==> src/rtl/logic_op_arbiter_pkg.sv <==
// Shared definitions for the logic-op arbiter: default width, op codes and FSM states.
package logic_op_arbiter_pkg;

  localparam int unsigned WIDTH_DEFAULT = 24;

  typedef enum logic [1:0] {
    OP_AND  = 2'b00,
    OP_OR   = 2'b01,
    OP_XOR  = 2'b10,
    OP_ANDC = 2'b11
  } op_e;

  typedef enum logic {
    ST_IDLE = 1'b0,
    ST_HOLD = 1'b1
  } state_e;

endpackage

==> src/rtl/logic_op_arbiter_logic_unit.sv <==
// Combinational bitwise datapath: y = a <op> b over the full width, no carries.
module logic_unit
  import logic_op_arbiter_pkg::*;
#(
  parameter int unsigned WIDTH = WIDTH_DEFAULT
) (
  input  logic [0:WIDTH-1] a,
  input  logic [0:WIDTH-1] b,
  input  logic [1:0]       op,
  output logic [0:WIDTH-1] y
);

  always_comb begin
    y = '0;
    unique case (op_e'(op))
      OP_AND:  y = a & b;
      OP_OR:   y = a | b;
      OP_XOR:  y = a ^ b;
      OP_ANDC: y = a & ~b;
      default: y = '0;
    endcase
  end

endmodule

==> src/rtl/logic_op_arbiter.sv <==
// Two-requester round-robin arbiter feeding one shared logic unit; the result is
// registered and held until the consumer takes it.
module logic_op_arbiter
  import logic_op_arbiter_pkg::*;
#(
  parameter int unsigned WIDTH = WIDTH_DEFAULT
) (
  input  logic             clk,
  input  logic             rst,

  input  logic             req0_valid,
  input  logic [1:0]       req0_op,
  input  logic [0:WIDTH-1] req0_a,
  input  logic [0:WIDTH-1] req0_b,
  output logic             req0_ready,

  input  logic             req1_valid,
  input  logic [1:0]       req1_op,
  input  logic [0:WIDTH-1] req1_a,
  input  logic [0:WIDTH-1] req1_b,
  output logic             req1_ready,

  output logic             rsp_valid,
  input  logic             rsp_ready,
  output logic             rsp_id,
  output logic [0:WIDTH-1] rsp_y,
  output logic             rsp_zero
);

  state_e           state_q, state_d;
  logic             rr_ptr_q;
  logic             can_accept;
  logic             sel;
  logic             grant;
  logic [1:0]       mux_op;
  logic [0:WIDTH-1] mux_a;
  logic [0:WIDTH-1] mux_b;
  logic [0:WIDTH-1] unit_y;

  // Preferred requester wins on contention; a lone requester wins regardless.
  always_comb begin
    sel = req1_valid;
    if (req0_valid && req1_valid) begin
      sel = rr_ptr_q;
    end
  end

  // Reset gates acceptance so ready stays low while rst is held.
  assign can_accept = !rst && ((state_q == ST_IDLE) || rsp_ready);
  assign req0_ready = can_accept && req0_valid && !sel;
  assign req1_ready = can_accept && req1_valid && sel;
  assign grant      = req0_ready || req1_ready;

  assign mux_op = sel ? req1_op : req0_op;
  assign mux_a  = sel ? req1_a  : req0_a;
  assign mux_b  = sel ? req1_b  : req0_b;

  logic_unit #(
    .WIDTH (WIDTH)
  ) u_logic_unit (
    .a  (mux_a),
    .b  (mux_b),
    .op (mux_op),
    .y  (unit_y)
  );

  always_comb begin
    state_d = state_q;
    unique case (state_q)
      ST_IDLE: begin
        if (grant) begin
          state_d = ST_HOLD;
        end
      end
      ST_HOLD: begin
        if (grant) begin
          state_d = ST_HOLD;
        end else if (rsp_ready) begin
          state_d = ST_IDLE;
        end
      end
      default: state_d = ST_IDLE;
    endcase
  end

  always_ff @(posedge clk or posedge rst) begin
    if (rst) begin
      state_q <= ST_IDLE;
    end else begin
      state_q <= state_d;
    end
  end

  always_ff @(posedge clk or posedge rst) begin
    if (rst) begin
      rr_ptr_q <= 1'b0;
      rsp_id   <= 1'b0;
      rsp_y    <= '0;
      rsp_zero <= 1'b1;
    end else if (grant) begin
      rr_ptr_q <= ~sel;
      rsp_id   <= sel;
      rsp_y    <= unit_y;
      rsp_zero <= ~|unit_y;
    end
  end

  assign rsp_valid = (state_q == ST_HOLD);

endmodule
==> config.mk <==
export PLATFORM = sky130hd
export DESIGN_NAME = logic_op_arbiter
export DESIGN_NICKNAME = d
export VERILOG_FILES = /design/src/rtl/logic_op_arbiter_pkg.sv /design/src/rtl/logic_op_arbiter_logic_unit.sv /design/src/rtl/logic_op_arbiter.sv
export SDC_FILE = /design/constraint.sdc
export NUM_CORES = 1
export LEC_CHECK = 0
export ABC_AREA = 1
export ABC_CLOCK_PERIOD_IN_PS = 5000
export CORE_MARGIN = 5
export CORE_UTILIZATION = 49
export CTS_CLUSTER_DIAMETER = 120
export DETAILED_ROUTE_END_ITERATION = 10
export GPL_ROUTABILITY_DRIVEN = 1
export MAX_ROUTING_LAYER = met4
export PLACE_DENSITY = 0.88
export SETUP_SLACK_MARGIN = 0.05
export SKIP_LAST_GASP = 1
export SYNTH_ARGS = -nofsm -noshare
export SYNTH_HDL_FRONTEND = slang
export SYNTH_SLANG_ARGS = --single-unit
==> constraint.sdc <==
create_clock -name clk -period 5 [get_ports clk]
set_input_delay 1 -clock clk [delete_from_list [all_inputs] [get_ports clk]]
set_output_delay 1 -clock clk [all_outputs]
set_load 0.01 [all_outputs]
### After elaboration in Yosys (flattened, before gate mapping)

Cells that the tools add are included.

| word-level totals | value |
|---|---|
| word-level logic and storage cells | 37 |
| output and inout port bits | 29 |
| flip-flop bits (word level) | 28 |
| bits of input ports | 105 |

| cells by class | value |
|---|---|
| equality and inequality tests | 3 |
| multiplexer cells | 9 |
| bitwise gates (word level) | 7 |
| reductions and logical operators | 13 |

Operator list:

| kind | number |
|---|---|
| 24-bit one-hot mux with 4 select lines | 1 |
| 24-bit AND | 2 |
| 24-bit two-way mux | 2 |
| 24-bit NOT | 1 |
| 24-bit bitwise OR | 1 |
| 24-bit OR reduction | 1 |
| 24-bit XOR | 1 |
| 1-bit logical AND | 6 |
| 2-bit equality test, second input constant | 2 |
| 1-bit two-way mux | 4 |
| 1-bit zero test | 3 |
| 2-bit by 1-bit equality test with 1-bit output, second input constant | 1 |
| 2-bit zero test | 1 |
| 1-bit logical OR | 2 |
| 2-bit two-way mux | 1 |
| 1-bit NOT | 2 |
| 1-bit one-hot mux with 2 select lines | 1 |

### Longest topological paths before layout

| depth | value |
|---|---|
| depth after elaboration | 8 |
| depth in mapped cells | 20 |
| depth with buffers taken out | 18 |

### By module

From an unflattened synthesis, not the netlist that was laid out.

| unflattened totals | value |
|---|---|
| cell total of the unflattened synthesis | 665 |
| area, all modules | 3583.4 µm² |

By module, submodules not included:

| module | sequential area each (µm²) | times used | cells each | area each (µm²) |
|---|---|---|---|---|
| logic_op_arbiter | 701.9 | 1 | 308 | 1881.8 |
| logic_unit | 0.0 | 1 | 357 | 1701.6 |

### Worst setup path after synthesis

OpenSTA, ideal clock, no wires.

| timing path | value |
|---|---|
| kind | input-to-reg |
| start | input port req1_valid |
| end | register rsp_zero |
| path buffers | 3 |
| setup time | 0.061 ns |
| arrival time | 3.028 ns |
| setup slack | 1.911 ns |
| stages on the path | 17 |
| required time | 4.939 ns |
| cell sequence | buf_4 -> a21boi_4 -> or2_2 -> o21ai_0 -> inv_1 -> ha_1 -> clkbuf_1 -> inv_1 -> clkbuf_1 -> nand2_1 -> nand3_1 -> nand2_1 -> nor2_1 -> nand3_1 -> nor2_1 -> nand2_1 -> nand2_1 |

| on the way | value |
|---|---|
| word-level cells in the longest chain between the ends | 8 |
| elaborated cells between the ends (all ways) | 22 |
| classes of those cells | eq/ne: 3; mux: 5; bitwise: 5; reduce/logical: 9 |

Ends and longest elaborated chain:

| what | line | source |
|---|---|---|
| from (decl) | logic_op_arbiter.sv:17 | `input logic req1_valid,` |
| 1-bit logical AND | logic_op_arbiter.sv:43 | `if (req0_valid && req1_valid) begin` |
| 1-bit two-way mux | logic_op_arbiter.sv:43 |  |
| 24-bit two-way mux | logic_op_arbiter.sv:56 | `assign mux_b = sel ? req1_b : req0_b;` |
| 24-bit NOT | logic_op_arbiter_logic_unit.sv:19 | `OP_ANDC: y = a & ~b;` |
| 24-bit AND | logic_op_arbiter_logic_unit.sv:19 |  |
| 24-bit one-hot mux with 4 select lines | logic_op_arbiter_logic_unit.sv:15 | `unique case (op_e'(op))` |
| 24-bit OR reduction | logic_op_arbiter.sv:104 | `rsp_zero <= ~\|unit_y;` |
| 1-bit zero test | logic_op_arbiter.sv:104 |  |
| to (signal assigned) | logic_op_arbiter.sv:104 |  |
| to (decl) | logic_op_arbiter.sv:27 | `output logic rsp_zero` |

Several ways; a longest one is shown, not always the timed one.
A chain may end at the register's enable or synchronous reset.

### Final worst setup path

Ends and elaborated chain as after synthesis.

==> metrics <==
CP arrival=around 4300 ps; DR vias=4223; Synth area leaders=nand2_1 (24%), dfrtp_1 (20%), ha_1 (9.8%), nand3_1 (8.3%), inv_1 (7.3%); most frequent cell after synthesis=nand2_1; worst hold path stage count=2; Die Ht=approximately 94 um; clock latency on the worst-skew pair=270 ps; Crit path buffers/inverters=3; Final Core Density=0.7075; crit-path max FO=24; Cell Rows=30; CP Launch Type=input port; die area=8798 um^2; syn avg cell area=a little under 6 um^2; Hold WC Path Type=flop to flop; last element of the critical path=rsp_zero; Crit-path slowest cell=clkinv_1; leakage=2.500 nW; post_cts resized=0; Area after DPL=4762 um^2; R2R Setup Slk=1810 ps; delay-heaviest family, CP=buffers and inverters; clock period minus worst slack=4043 ps; crit share post-route=0.8085; Reg2Reg Depth=15; setup TNS=0 ps; Root Buffer=clkbuf_8; Final Setup Violations=0; Core Area=6832 um^2; Reg area=701.9 um^2; sequential share of the synthesized area=0.2040; antenna-violating nets left=0; Nets=840; Most common cell on crit path=nand2_1; Area growth, synth to finish=40.47%; EDFF count, synth=0; Detailed Place HPWL=8.494 mm; Clock Path Buffers=2; final setup skew=4.021 ps; Max Clock Freq=247.4 MHz; # IOs=between 100 and 150; total track usage=0.2531; first-pass GRT wire length=17.74 mm; Worst Setup SP=req1_valid; H-tree Lvls=1; fillers=roughly 610; RSZ-0062 raised after global routing=false; Peak VDD IR=roughly 0.10 mV; clk slew on worst S/H paths=100 ps; Synth cell types=25; clock sink count=28; Total Wirelength=11.07 mm; status=completed; Pre-Repair DR Iteration Count=5; diode count=0; Data required, critical path=5220 ps; Fin. Hold Viols=0; synthesized netlist cell count=597; post-CTS setup buffers=0; Reg2Reg Launch Point=rr_ptr_q; DR WL/cell=13.78 um; kind of critical path=input port to flop; PD cells=272.5 nW/um^2; layout cell share with drive strength beyond 1=0.03536; area of the multi-input gates=about 2300 um^2; crit path cell chain=clkdlybuf4s50_1 -> a21boi_4 -> or2_2 -> o21ai_0 -> ha_1 -> clkinv_1 -> buf_4 -> nor2_1 -> nand2_1 -> nand2_1 -> nor2_1 -> nand3_1 -> nor2_1 -> nand2_1 -> nand2_1; #FFs+latches synth=28; chip width=~94 um; Stages on worst setup path=15; CTS Hold Bufs=0; Initial Utilization=0.5037; initial antenna violation count=0; Synth Cell Area=3441 um^2; max-slew violations=0; PnR Total Power=1.317 mW; DR vias/cell=5.259; slew margin rel.=0.3033; Yosys Warn Count=0; total gr overflow=0; initial drt markers=366; Largest stage delay, worst path=570 ps; post-synth top area cell=nand2_1; worst-margin pin slew=approximately 1000 ps; Post-synth top flop=dfrtp_1; IO Port Bufs=133; worst r2r dst=rsp_zero; TritonCTS Buffers=3; vias in the first global route=3890; MaxCap Viol Count=0; CTS tree=done; Residual DRC=0; Final Wtd Congestion=between 0.9 and 1; commonest cells in the netlist=nand2_1 (219), inv_1 (67), nor2_1 (58); Synth async-reset ratio=1.000; share of the synthesized area in the top cell type=0.2389; Worst Setup End Kind=flop; largest net degree at the start of global routing=42; syn_nets=~730; post-route cell area=about 4800 um^2
## worst reg2reg max path, stage by stage (launching register included)
cell and delay, ps:
dfrtp_1 400, inv_2 90, nand2_2 70, nand2_4 330, o21ai_0 230, ha_1 420
clkinv_1 570, buf_4 450, nor2_1 150, nand2_1 90, nand2_1 60, nor2_1 50
nand3_1 80, nor2_1 40, nand2_1 50, nand2_1 50
## power by group
part | switching, mW | internal, mW | leakage (nW)
Sequential | 0.0489 | 0.296 | 0.332
Combinational | 0.432 | 0.361 | 2.13
Clock | 0.0721 | 0.107 | 0.0357
Total | 0.553 | 0.764 | 2.50
## final cells by class
cell class | instances | share of cell area
Inverter | 69 | 0.05359
Sequential cell | 28 | 0.1452
Timing Repair Buffer | 138 | 0.2832
Multi-Input combinational cell | 468 | 0.4784
Tap cell | 96 | 0.02485
Clock buffer | 3 | 0.008543
Clock inverter | 1 | 0.006213
## logic make-up (layout without fill, tap and decap cells)
group           after synthesis  in the layout  synth area share
fa+ha+maj                    27             27           0.09818
flops                        28             28            0.2040
compound gates               78             78            0.1265
simple gates                363            363            0.4473
buf+inv                     101            211            0.1240
## routing by layer
metal	vias to the layer above	wire [um]	global-route usage
met1	1914	4722	0.3282
met5	-	0	-
li1	2120	-	-
met2	173	5458	0.4358
met4	0	181	0.06017
met3	16	707	0.01202
## cells in the final DEF, fill, tap and decap left out, drive strengths merged, types with 3 or more instances in the layout
| master | instances |
|---|---|
| buf | 5 |
| nand3b | 18 |
| a31oi | 17 |
| nand2 | 223 |
| ha | 27 |
| dfrtp | 27 |
| nor2 | 58 |
| nand3 | 57 |
| a21oi | 12 |
| inv | 68 |
| clkbuf | 3 |
| or2 | 7 |
| o21ai | 47 |
| clkdlybuf4s50 | 133 |
## metrics by stage
step / hold WS [ps] / cells / setup WS, ps
3_3_place_gp: 457.8 / 799 / 781.1
3_5_place_dp: 462.5 / 799 / 698.1
6_report: 484.1 / 803 / 957.3
4_1_cts: 483.9 / 803 / 976.5
2_1_floorplan: 469.0 / 597 / 1911
5_1_grt: 523.1 / 803 / 553.4
## sequential cells by signal, summed over array words and instances (netlist names)
name       count
rr_ptr_q       1
rsp_id         1
rsp_valid      1
rsp_y         24
rsp_zero       1
## worst min-delay path by stage
stage / end / start / slack (ps)
3_3_place_gp: rsp_id / rsp_id / 460
2_1_floorplan: rr_ptr_q / rr_ptr_q / 470
5_1_grt: rsp_id / rsp_id / 520
3_5_place_dp: rsp_id / rsp_id / 460
6_report: rsp_id / rsp_id / 480
4_1_cts: rsp_id / rsp_id / 480
Note: power is estimated with default switching activity, not from simulation.
